[src/rtl/uart_rx.sv]
// 8N1 serial receiver with a one-entry valid/ready holding register.
// Samples mid-bit after a two-flop synchroniser and flags framing errors and overruns.
module uart_rx #(
    parameter int CLKS_PER_BIT = 16
) (
    input  logic       clk,
    input  logic       reset_n,
    input  logic       rx_in,
    output logic [7:0] data_out,
    output logic       data_valid,
    input  logic       data_ready,
    output logic       busy,
    output logic       frame_err,
    output logic       overrun
);

    localparam int HALF = (CLKS_PER_BIT - 1) / 2;
    localparam int CW   = $clog2(CLKS_PER_BIT + 1);

    // Down-counter reload values: the sample edge is the one where the count reaches zero.
    localparam logic [CW-1:0] HALF_LOAD = CW'((HALF > 0) ? HALF - 1 : 0);
    localparam logic [CW-1:0] BIT_LOAD  = CW'(CLKS_PER_BIT - 1);

    typedef enum logic [2:0] {
        IDLE,
        START,
        DATA,
        STOP,
        WAIT_HIGH
    } state_t;

    state_t          state;
    logic            sync_meta;
    logic            rx_s;
    logic [CW-1:0]   bit_cnt;
    logic [2:0]      bit_idx;
    logic [7:0]      shift;

    always_ff @(posedge clk or negedge reset_n) begin
        if (!reset_n) begin
            sync_meta  <= 1'b1;
            rx_s       <= 1'b1;
            state      <= IDLE;
            bit_cnt    <= '0;
            bit_idx    <= '0;
            shift      <= '0;
            data_out   <= '0;
            data_valid <= 1'b0;
            busy       <= 1'b0;
            frame_err  <= 1'b0;
            overrun    <= 1'b0;
        end else begin
            sync_meta <= rx_in;
            rx_s      <= sync_meta;
            frame_err <= 1'b0;
            overrun   <= 1'b0;

            // A byte loaded in STOP below overrides this clear on the same edge.
            if (data_valid && data_ready) begin
                data_valid <= 1'b0;
            end

            case (state)
                IDLE: begin
                    if (!rx_s) begin
                        busy    <= 1'b1;
                        bit_idx <= '0;
                        if (HALF == 0) begin
                            state   <= DATA;
                            bit_cnt <= BIT_LOAD;
                        end else begin
                            state   <= START;
                            bit_cnt <= HALF_LOAD;
                        end
                    end
                end

                START: begin
                    if (bit_cnt == '0) begin
                        if (rx_s) begin
                            state <= IDLE;
                            busy  <= 1'b0;
                        end else begin
                            state   <= DATA;
                            bit_cnt <= BIT_LOAD;
                        end
                    end else begin
                        bit_cnt <= bit_cnt - 1'b1;
                    end
                end

                DATA: begin
                    if (bit_cnt == '0) begin
                        shift   <= {rx_s, shift[7:1]};
                        bit_cnt <= BIT_LOAD;
                        bit_idx <= bit_idx + 1'b1;
                        if (bit_idx == 3'd7) begin
                            state <= STOP;
                        end
                    end else begin
                        bit_cnt <= bit_cnt - 1'b1;
                    end
                end

                STOP: begin
                    if (bit_cnt == '0) begin
                        if (rx_s) begin
                            if (!data_valid || data_ready) begin
                                data_out   <= shift;
                                data_valid <= 1'b1;
                            end else begin
                                overrun <= 1'b1;
                            end
                            state <= IDLE;
                            busy  <= 1'b0;
                        end else begin
                            frame_err <= 1'b1;
                            state     <= WAIT_HIGH;
                        end
                    end else begin
                        bit_cnt <= bit_cnt - 1'b1;
                    end
                end

                WAIT_HIGH: begin
                    if (rx_s) begin
                        state <= IDLE;
                        busy  <= 1'b0;
                    end
                end

                default: begin
                    state <= IDLE;
                    busy  <= 1'b0;
                end
            endcase
        end
    end

endmodule
[config.mk]
export PLATFORM = sky130hd
export DESIGN_NAME = uart_rx
export DESIGN_NICKNAME = d
export VERILOG_FILES = /design/src/rtl/uart_rx.sv
export SDC_FILE = /design/constraint.sdc
export NUM_CORES = 1
export LEC_CHECK = 0
export CAP_MARGIN = 15
export CORE_ASPECT_RATIO = 0.9
export CORE_UTILIZATION = 54
export DETAILED_ROUTE_END_ITERATION = 6
export PLACE_DENSITY = 0.82
export SYNTH_ARGS = -nofsm -noshare
export SYNTH_HDL_FRONTEND = slang
export SYNTH_SLANG_ARGS = --single-unit
[constraint.sdc]
create_clock -name clk -period 2.61 [get_ports clk]
set_input_delay 0.522 -clock clk [delete_from_list [all_inputs] [get_ports clk]]
set_output_delay 0.522 -clock clk [all_outputs]
set_load 0.005 [all_outputs]
* Word-level counts from Yosys, hierarchy flattened *
Cells that the tools add are included.

operators by class
  bitwise gates (word level) = 1
  $add $sub $neg = 2
  reduce and logical (&&, ||, !) cells = 14
  eq/ne operators = 14
  muxes and demuxes = 34

operators by type and width
  cell                                                  count
  2-to-1 mux 3 bit                                      9
  2-to-1 mux 5 bit                                      5
  case mux 5 bit (4 select lines)                       1
  2-to-1 mux 1 bit                                      15
  case mux 3 bit (5 select lines)                       1
  != test 2 bit (second input constant)                 7
  AND reduction 4 bit                                   2
  equality test 3 x 2 -> 1 bit (second input constant)  2
  equality test 3 bit (second input constant)           2
  case mux 3 bit (2 select lines)                       1
  AND reduction 3 bit                                   2
  AND reduction 6 bit                                   1
  logical NOT 5 bit                                     1
  subtractor 5 x 1 -> 5 bit (second input constant)     1
  case mux 1 bit (4 select lines)                       1
  nonzero test 4 bit                                    1
  adder 3 x 1 -> 3 bit (second input constant)          1
  equality test 3 x 1 -> 1 bit (second input constant)  1
  logical NOT 3 bit                                     1
  != test 3 bit (second input constant)                 1
  2-to-1 mux 2 bit                                      1
  != test 2 x 1 -> 1 bit (second input constant)        1
  AND reduction 2 bit                                   1
  nonzero test 2 bit                                    1
  5 further kinds                                       5

word-level totals
  input port bits = 4
  flip-flop bits (word level) = 33
  word-level logic and storage cells = 76
  output and inout bits = 12

* Depth between registers and ports, before layout *
  depth after elaboration = 6
  depth in mapped cells = 7
  mapped depth without buffers = 6

* Worst setup path after synthesis *
No wires, ideal clock.

  kind = register to register
  start point = reg bit_cnt[0]
  end point = reg shift[0]
  arrival = 1.699 ns
  cell stages (with the launch flop) = 8
  path buffers = 2
  clock period less this slack = 1.824 ns
  data required time = 2.485 ns
  slack = 0.786 ns
  library setup time = 0.125 ns
  cell sequence = dfrtp_1 -> inv_1 -> ha_1 -> nor4b_2 -> buf_2 -> and3_1 -> buf_4 -> mux2_2

between the ends
  cells in the longest elaborated chain, start to end = 2

ends and longest elaborated chain
  what                                  RTL line  text
  start: declaration                    35        logic [CW-1:0] bit_cnt;
  start signal: assignment              88        bit_cnt <= bit_cnt - 1'b1;
  start signal: assignment              101       bit_cnt <= bit_cnt - 1'b1;
  start signal: assignment              121       bit_cnt <= bit_cnt - 1'b1;
  logical NOT 5 bit                     93        if (bit_cnt == '0) begin
  AND reduction 2 bit (no source line)  -
  end signal: assignment                94        shift <= {rx_s, shift[7:1]};
  end: declaration                      37        logic [7:0] shift;

No other way between the ends.
A chain may end at the register's enable or synchronous reset.

* Worst setup path after layout *
  start point = reg bit_cnt[0]
  end point = reg shift[6]

The elaborated chain is that of the path after synthesis.

==> flow_metrics.env <==
export IMPL_drive_gt1_share_pct=22.3
export IMPL_cts_made_buffers=5
export IMPL_drt_iter0_drc=31
export IMPL_drc=0
export IMPL_synth_flop_cell="dfrtp_1"
export IMPL_clkSinkCount=33
export IMPL_internal_power_w=0.000918
export IMPL_synthXorXnorAreaFrac_pct=0
export IMPL_dieArea_um2=2950
export IMPL_fp_row_count=17
export IMPL_synth_seq_cells=33
export IMPL_initial_utilization_pct=58.4
export IMPL_gr_total_overflow=0
export IMPL_p_comb_share_pct=28.0
export IMPL_antenna_found_initial=0
export IMPL_die_height_um=51.6
export IMPL_dr_pass1_iters=4
export IMPL_synthMuxAreaShare_pct=12.9
export IMPL_yosysWarnings=0
export IMPL_crit_type="flip-flop to flip-flop"
export IMPL_grt_util_all_layers_pct=20.7
export IMPL_peakVddDrop_uv=379
export IMPL_setup_worst_path_start="bit_cnt[0]"
export IMPL_hold_slack_ns=0.366
export IMPL_dp_hpwl_um=1750
export IMPL_fmax_mhz=480
export IMPL_max_stage_delay_ns=0.45
export IMPL_root_buffer="clkbuf_4"
export IMPL_syn_inst=120
export IMPL_dpl_cell_count=159
export IMPL_seqCellArea_um2=828
export IMPL_insertion_delay_ns=0.33
export IMPL_drv_cap=0
export IMPL_grt_max_degree=34
export IMPL_wl_um=2620
export IMPL_postRouteAntennaNets=0
export IMPL_power_density_nw_per_um2=827
export IMPL_final_nets=146
export IMPL_met3_usage_pct=5.72
export IMPL_synth_top_family_by_area="multiplexers"
export IMPL_gp_congestion=0.823
export IMPL_ios=16
export IMPL_crit_family="simple AND/OR/NAND/NOR gates"
export IMPL_detail_route_vias_per_cell=5.87
export IMPL_hold_viol_final=0
export IMPL_syn_nets=128
export IMPL_path_clk_slew_ns=0.11
export IMPL_clockBufferDepth=2
export IMPL_postCtsSetupBuffers=0
export IMPL_status="finished clean"
export IMPL_synth_async_reset_ratio_pct=100
export IMPL_n_antenna_cell=0
export IMPL_synth_adder_area_share_pct=4.06
export IMPL_grtUsageMet2_pct=34.1
export IMPL_end_kind="flip-flop"
export IMPL_top_usage_layer="met2"
export IMPL_yosysSeqAreaShare_pct=56.0
export IMPL_cts_max_level=2
export IMPL_clockPowerShare_pct=22.4
export IMPL_grt_pass1_vias=1038
export IMPL_yosys_cell_types_count=35
export IMPL_switching_share_pct=34.8
export IMPL_die_x_um=57.2
export IMPL_via_count=980
export IMPL_r2r_start="bit_cnt[0]"
export IMPL_hold_path_class="flip-flop to flip-flop"
export IMPL_critPathLaunchType="flip-flop"
export IMPL_num_fill_cells=183
export IMPL_worst_ep_arrival_time_ns=2.31
export IMPL_setup_violations=0
export IMPL_crit_slowest_cell="dfrtp_1"
export IMPL_place_port_buffers=15
export IMPL_syn_to_final_growth_pct=15.2
export IMPL_synth_simple_area_share_pct=11.6
export IMPL_grt_pass1_wl_um=4460
export IMPL_grtUsageMet1_pct=23.7
export IMPL_cts_tree="yes"
export IMPL_relSlewSlack_pct=70.9
export IMPL_synth_edf_count=0
export IMPL_worst_path_buf_inv=2
export IMPL_path_cells="inv_1, ha_1, nor4b_2, buf_4, and3_1, mux2_2"
export IMPL_synth_compound_area_share_pct=11.2
export IMPL_tightestPinTransition_ns=0.437
export IMPL_finalCriticalPeriod_ns=2.08
export IMPL_multi_input_area_um2=588
export IMPL_syn_cell_area_um2=1480
export IMPL_min_from="sync_meta"
export IMPL_fin_tns_setup_ns=0
export IMPL_syn_area_per_cell_um2=12.3
export IMPL_rsz0062_at_grt="false"
export IMPL_routedWlPerCell_um=15.7
export IMPL_power_switching_w=0.000490
export IMPL_finalMaxSlewViolations=0
export IMPL_postCtsResizedCells=0
export IMPL_required_ns=2.83
export IMPL_fin_crit_sh_pct=79.7
export IMPL_seq_power_share_pct=49.6
export IMPL_cp_max_fo=11
export IMPL_core_um2=2530
export IMPL_p_leak_nw=0.798
export IMPL_finClkSkew_ns=0.00330
export IMPL_cts_hold_buf=0
export IMPL_layout_cells_non_filler=167
==> synthesized netlist by cell type (all sizes together), types with 2 or more instances <==
cell / number / area, um2
a32o: 2 / 20.0
nand2: 8 / 30.0
a31oi: 2 / 12.5
nand3: 2 / 10.0
and2: 2 / 12.5
a22o: 2 / 17.5
nor3b: 2 / 15.0
mux2: 17 / 191
a221oi: 2 / 17.5
inv: 6 / 22.5
a211oi: 2 / 15.0
a21oi: 3 / 15.0
ha: 4 / 50.1
o21ai: 2 / 10.0
dfrtp: 31 / 776
buf: 5 / 36.3
nor3: 3 / 15.0
nor2: 9 / 33.8
dfstp: 2 / 52.6
==> registers in the layout, indices dropped and copies added, names as in the netlist <==
register and count:
data_out 8, shift 8, bit_cnt 5, bit_idx 3
state 3, busy 1, data_valid 1, frame_err 1
overrun 1, rx_s 1, sync_meta 1
==> worst paths after layout <==
check                        endpoint  slack [ns]  cells after the start
max reg2reg                  shift[6]        0.53                      6
max                          shift[6]        0.53                      6
max in group asynchronous   sync_meta        1.70                      2
min in group asynchronous  bit_cnt[0]        0.57                      2
min reg2reg                      rx_s        0.37                      0
min                              rx_s        0.37                      0
==> layout make-up <==
type | instances | area share, %
Inverter | 6 | 1.32
Clock inverter | 2 | 0.808
Tap cell | 28 | 2.06
Sequential cell | 33 | 48.6
Multi-Input combinational cell | 75 | 34.5
Clock buffer | 6 | 3.01
Timing Repair Buffer | 17 | 9.69
==> stage by stage <==
step                cell area, um2  utilization, %  setup WS [ns]  total power (W)
finish                        1700            67.3          0.529          0.00141
global route                  1700            67.3          0.337          0.00149
CTS                           1700            67.3          0.509          0.00141
detailed placement            1640            64.8          0.533          0.00109
global placement              1640            64.8          0.647          0.00106
floorplan                     1480               -          0.786         0.000996
==> cell families (layout without fill, tap and decap cells) <==
| group | Yosys count | in the layout |
|---|---|---|
| compound gates | 22 | 22 |
| fa+ha+maj | 5 | 5 |
| buf+inv | 12 | 31 |
| flops | 33 | 33 |
| mux | 17 | 17 |
| simple gates | 31 | 31 |
==> layer usage <==
metal  up-vias  routed length [um]
li1        468                   -
met1       469                1150
met2        37                1260
met3         6                 153
met4         0                  52
met5         -                   0
==> cell usage in the layout, fill, tap and decap left out, types with 2 or more instances in the layout <==
master            n
clkdlybuf4s50_1  15
ha_1              4
a32o_1            2
a221oi_1          2
inv_1             6
buf_4             2
nor3_1            3
nand2_1           8
mux2_2           17
a31oi_1           2
dfstp_2           2
a21oi_1           3
nor2_1            9
and2_1            2
a211oi_1          2
clkbuf_4          5
dfrtp_1          31
nand3_1           2
nor3b_1           2
o21ai_0           2
a22o_1            2
==> worst reg2reg max path, cell delays in order (launching register included) <==
cell and delay [ns]:
dfrtp_1 0.45, inv_1 0.13, ha_1 0.18, nor4b_2 0.19, buf_4 0.20, and3_1 0.44, mux2_2 0.39
==> power groups by stage <==
stage / logic [W] / clock network [W] / registers (W)
after CTS: 0.000392 / 0.000320 / 0.000697
final: 0.000394 / 0.000315 / 0.000699
after global placement: 0.000364 / 0 / 0.000698
after global routing: 0.000436 / 0.000342 / 0.000710
after floorplan: 0.000340 / 0 / 0.000656
after detailed placement: 0.000388 / 0 / 0.000706
(Power assumes the default switching activity.)
